<file path="src/rtl/bcd_decade_down_counter.sv">
// Purpose : cascadable multi-digit BCD down counter with clamped parallel load.
// Latency : q updates one clock edge after load/enable is sampled; zero/borrow are combinational from q and enable.
// Backpres: none; enable acts as borrow-in, and borrow drives the enable of the next stage.
//
// Ports:
//   clock       rising-edge clock for all state
//   reset_n     asynchronous active-low reset, clears q to 0
//   enable      count-down enable (borrow-in when cascading)
//   load        synchronous parallel load, priority over enable
//   load_value  BCD load value, digit i in bits [4i+3:4i]; digits 10..15 load as 9
//   q           current count, digit 0 least significant
//   zero        all digits of q are 0
//   borrow      enable & zero, borrow-out to the next counter's enable
//
// Build option: define BCD_DOWN_COUNTER_HOLD_AT_ZERO_EN to make the counter
// saturate at 0 instead of wrapping to all nines.

module bcd_decade_down_counter #(
  parameter int DIGITS = 2
) (
  input  logic                  clock,
  input  logic                  reset_n,
  input  logic                  enable,
  input  logic                  load,
  input  logic [4*DIGITS-1:0]   load_value,
  output logic [4*DIGITS-1:0]   q,
  output logic                  zero,
  output logic                  borrow
);

  logic [DIGITS-1:0][3:0] cnt_q;
  logic [DIGITS-1:0][3:0] cnt_d;
  logic                   all_zero;
  logic                   dec_run;
  logic [3:0]             ld_digit;

  assign all_zero = (cnt_q == '0);

  always_comb begin
    cnt_d    = cnt_q;
    dec_run  = enable;
    ld_digit = 4'd0;
    for (int i = 0; i < DIGITS; i++) begin
      if (load) begin
        ld_digit = load_value[4*i +: 4];
        cnt_d[i] = (ld_digit > 4'd9) ? 4'd9 : ld_digit;
      end else if (dec_run) begin
        // dec_run is high here only when enable is set and every lower digit is 0
        if (cnt_q[i] == 4'd0) begin
`ifdef BCD_DOWN_COUNTER_HOLD_AT_ZERO_EN
          // saturate when the whole count is 0; otherwise a normal digit borrow
          cnt_d[i] = all_zero ? 4'd0 : 4'd9;
`else
          cnt_d[i] = 4'd9;
`endif
        end else begin
          cnt_d[i] = cnt_q[i] - 4'd1;
        end
      end
      dec_run = dec_run & (cnt_q[i] == 4'd0);
    end
  end

  always_ff @(posedge clock or negedge reset_n) begin
    if (!reset_n) begin
      cnt_q <= '0;
    end else begin
      cnt_q <= cnt_d;
    end
  end

  assign q      = cnt_q;
  assign zero   = all_zero;
  assign borrow = enable & all_zero;

endmodule

</file>
<file path="config.mk">
export PLATFORM = sky130hd
export DESIGN_NAME = bcd_decade_down_counter
export DESIGN_NICKNAME = d
export VERILOG_FILES = /design/src/rtl/bcd_decade_down_counter.sv
export SDC_FILE = /design/constraint.sdc
export NUM_CORES = 1
export LEC_CHECK = 0
export BUFFER_PORTS_ARGS = -buffer_cell sky130_fd_sc_hd__buf_4
export CAP_MARGIN = 25
export CELL_PAD_IN_SITES_DETAIL_PLACEMENT = 1
export CELL_PAD_IN_SITES_GLOBAL_PLACEMENT = 1
export CORE_MARGIN = 2
export CORE_UTILIZATION = 26
export CTS_CLUSTER_DIAMETER = 50
export DETAILED_ROUTE_END_ITERATION = 8
export PLACE_DENSITY = 0.73
export SYNTH_ARGS = -nofsm -noshare
export SYNTH_HDL_FRONTEND = slang
export SYNTH_SLANG_ARGS = --single-unit
</file>
<file path="constraint.sdc">
create_clock -name clock -period 2.26 [get_ports clock]
set_input_delay 0.339 -clock clock [delete_from_list [all_inputs] [get_ports clock]]
set_output_delay 0.339 -clock clock [all_outputs]
set_load 0.01 [all_outputs]
</file>
==> impl_results.md <==
* Worst skew pair latency at 260 ps
* Final period util at 0.962
* Synthesized net count at 68
* GPL Wtd Cong at 0.753
* Switching Fraction at 0.315
* Gate power share at 0.280
* Hold_sp: load_value[1]
* Distinct cell type count after synthesis at 27
* Crit path time final at 2170 ps
* R2r worst-path depth at 3
* Layout area overhead at 41.2%
* H-Tree Depth at 1
* Number of DRC markers in iteration 0 at 3
* Crit path DAT at 1830 ps
* Area share of the largest cell type after synthesis at 0.395
* Part of the power in registers at 0.447
* Final Skew at 2.71 ps
* IO Port Bufs at 21
* EDFF count, synth at 0
* Top delay family on crit path: simple AND/OR/NAND/NOR gates
* YS warnings at 0
* Worst path cell trace: or4_1 > nor4_1 > buf_4
* Post-route setup slack at 86.0 ps
* Worst setup SP type: flip-flop
* FP Rows at 15
* Post-Route WL at 1.45 mm
* Data required, critical path at 1920 ps
* Drt wl/cell at 14.1 um
* Placed Area at 683 um2
* Clk buf depth at 2
* Routed vias/inst at 5.03
* Buf/Inv on CP at 1
* Post_cts resized at 0
* Crit-path max cell delay at 630 ps
* Max-Cap Viols at 0
* Largest net degree at the start of global routing at 14
* Initial Util at 0.284
* Worst r2r src: q[2]$_DFFE_PN0P_
* Sw power at 0.000131 W
* CTS Buf Count at 3
* Worst vdd rail ir drop at 261 uV
* FF+latch count, synth at 8
* Number of routed nets with antenna violations at 0
* Ys flop type: dfrtp_1
* Top post-synthesis cells by area: dfrtp_1 40%, o21ai_0 6.9%, or4_1 4.4%, mux2i_1 4.0%, o31a_1 3.5%
* Max reg flops at 8
* Total gr overflow at 0
* CP Class: reg2out
* GRT Total Usage at 0.142
* Mean Syn Cell Area at 9.05 um2
* Final Hold Vio Count at 0
* Final TNS setup at 0 ps
* CTS tree: yes
* Hpwl dp at 1.12 mm
* Top cells by count, synth: 8 x dfrtp_1, 7 x o21ai_0, 4 x inv_1
* Ys async rst share at 1.00
* Vias at 518
* Fin cells at 103
* Root buffer cell: clkbuf_4
* CTS clk-pin slew, worst paths at 60 ps
* Layout cell share with drive strength beyond 1 at 0.372
* CP max stage cell: or4_1
* Leakage Power at 0.303 nW
* Die X at 48.1 um
* Clk network pwr share at 0.274
* CP endpoint kind: output port
* Max FO, Critical Path at 9
* Vias in the first global route at 501
* First-pass GRT wire length at 2.19 mm
* Slew headroom at 0.696
* Syn Inst Count at 56
* Place WS at 377 ps
* Hold Crit Depth at 3
* Ant. Diodes at 0
* Most frequent cell after synthesis: dfrtp_1
* Post-Syn Area at 507 um2
* DR DRC count at 0
* Setup Viol. Count Final at 0
* Worst-Margin Slew at 454 ps
* Slew Viols, Final at 0
* Power Density at 581 mW/mm2
* Number of placed instances, taps included at 99
* Register area share after synthesis at 0.395
* Fin area at 716 um2
* Worst Hold Class: in2reg
* Antenna violations before repair at 0
* Clk sinks at 8
* Die H at 48.1 um
* Outcome: finished clean
* CP startpoint: q[2]$_DFFE_PN0P_
* Die Area at 0.00232 mm2
* Core area at 0.00178 mm2
* Hold_ws at 318 ps
* RSZ-0062 raised after global routing: false
* Most area-hungry cell type in the Yosys netlist: dfrtp_1
* I/O pin count at 22
* Pre-antenna DRT Iters at 3
* Layout Nets at 92
* Fmax at 460 MHz
* Pint at 0.000285 W
* WP depth at 3
-- worst reg2reg max path, cell delays in order (launching register included) --
cell and delay [ps]:
dfrtp_1 450, or4_1 630, or4_1 510, a31oi_1 180
-- placed cells by master, fill, tap and decap left out, types with 2 or more instances in the layout --
cell      instances
mux2i_1           2
nand3b_1          2
o21ai_0           7
nand2_1           2
or4_1             3
dfrtp_1           8
o21a_1            2
nor4_1            2
inv_1             4
o31a_1            2
buf_4            21
nor2_1            3
a31oi_1           2
clkbuf_4          3
nor2b_1           2
-- logic make-up (layout without fill, tap and decap cells) --
group,Yosys count,in the layout,share of synthesized area
mux,2,2,0.0395
compound gates,18,18,0.247
xor+xnor,1,1,0.0173
flops,8,8,0.395
simple gates,20,20,0.247
buf+inv,7,29,0.0543
-- final timing paths --
kind	end	slack (ps)
worst max-delay path	borrow	90
worst min-delay path	q[1]$_DFFE_PN0P_	320
worst max register to register	q[7]$_DFFE_PN0P_	420
worst min register to register	q[5]$_DFFE_PN0P_	660
max in group asynchronous	q[4]$_DFFE_PN0P_	1690
min in group asynchronous	q[0]$_DFFE_PN0P_	430
-- metrics by stage --
stage                     power, W  utilization
after CTS                 0.000421        0.401
after global placement    0.000300        0.383
final                     0.000416        0.401
after detailed placement  0.000304        0.383
after global routing      0.000447        0.401
after floorplan           0.000242            -
-- power by group through the flow --
stage | Clock (W) | Sequential [W] | Combinational (W)
3_5_place_dp | 0 | 0.000188 | 0.000116
2_1_floorplan | 0 | 0.000190 | 0.0000527
3_3_place_gp | 0 | 0.000186 | 0.000114
6_report | 0.000114 | 0.000186 | 0.000116
4_1_cts | 0.000118 | 0.000185 | 0.000118
5_1_grt | 0.000131 | 0.000188 | 0.000128
-- metal layers --
layer	routed length, um	share of wire	vias to the layer above	global-route usage
met2	753	0.52	8	0.237
met1	648	0.45	254	0.164
met3	40	0.028	2	0.0444
li1	-	-	254	-
met5	0	0	-	0
met4	8	0.0055	0	0.0649
-- repair_timing --
item / CTS / global route
hold buffers: 1 / 0
setup buffers: 0 / 0
endpoints found under the hold margin: 8 / 0
-- cell type report --
class	instances	area, um2
tap	25	31.3
multi-input combinational	41	279
timing repair buffer	22	168
sequential	8	200
fill	221	1070
inverter	4	15.0
clock buffer	3	22.5
Note: power is estimated with default switching activity, not from simulation.
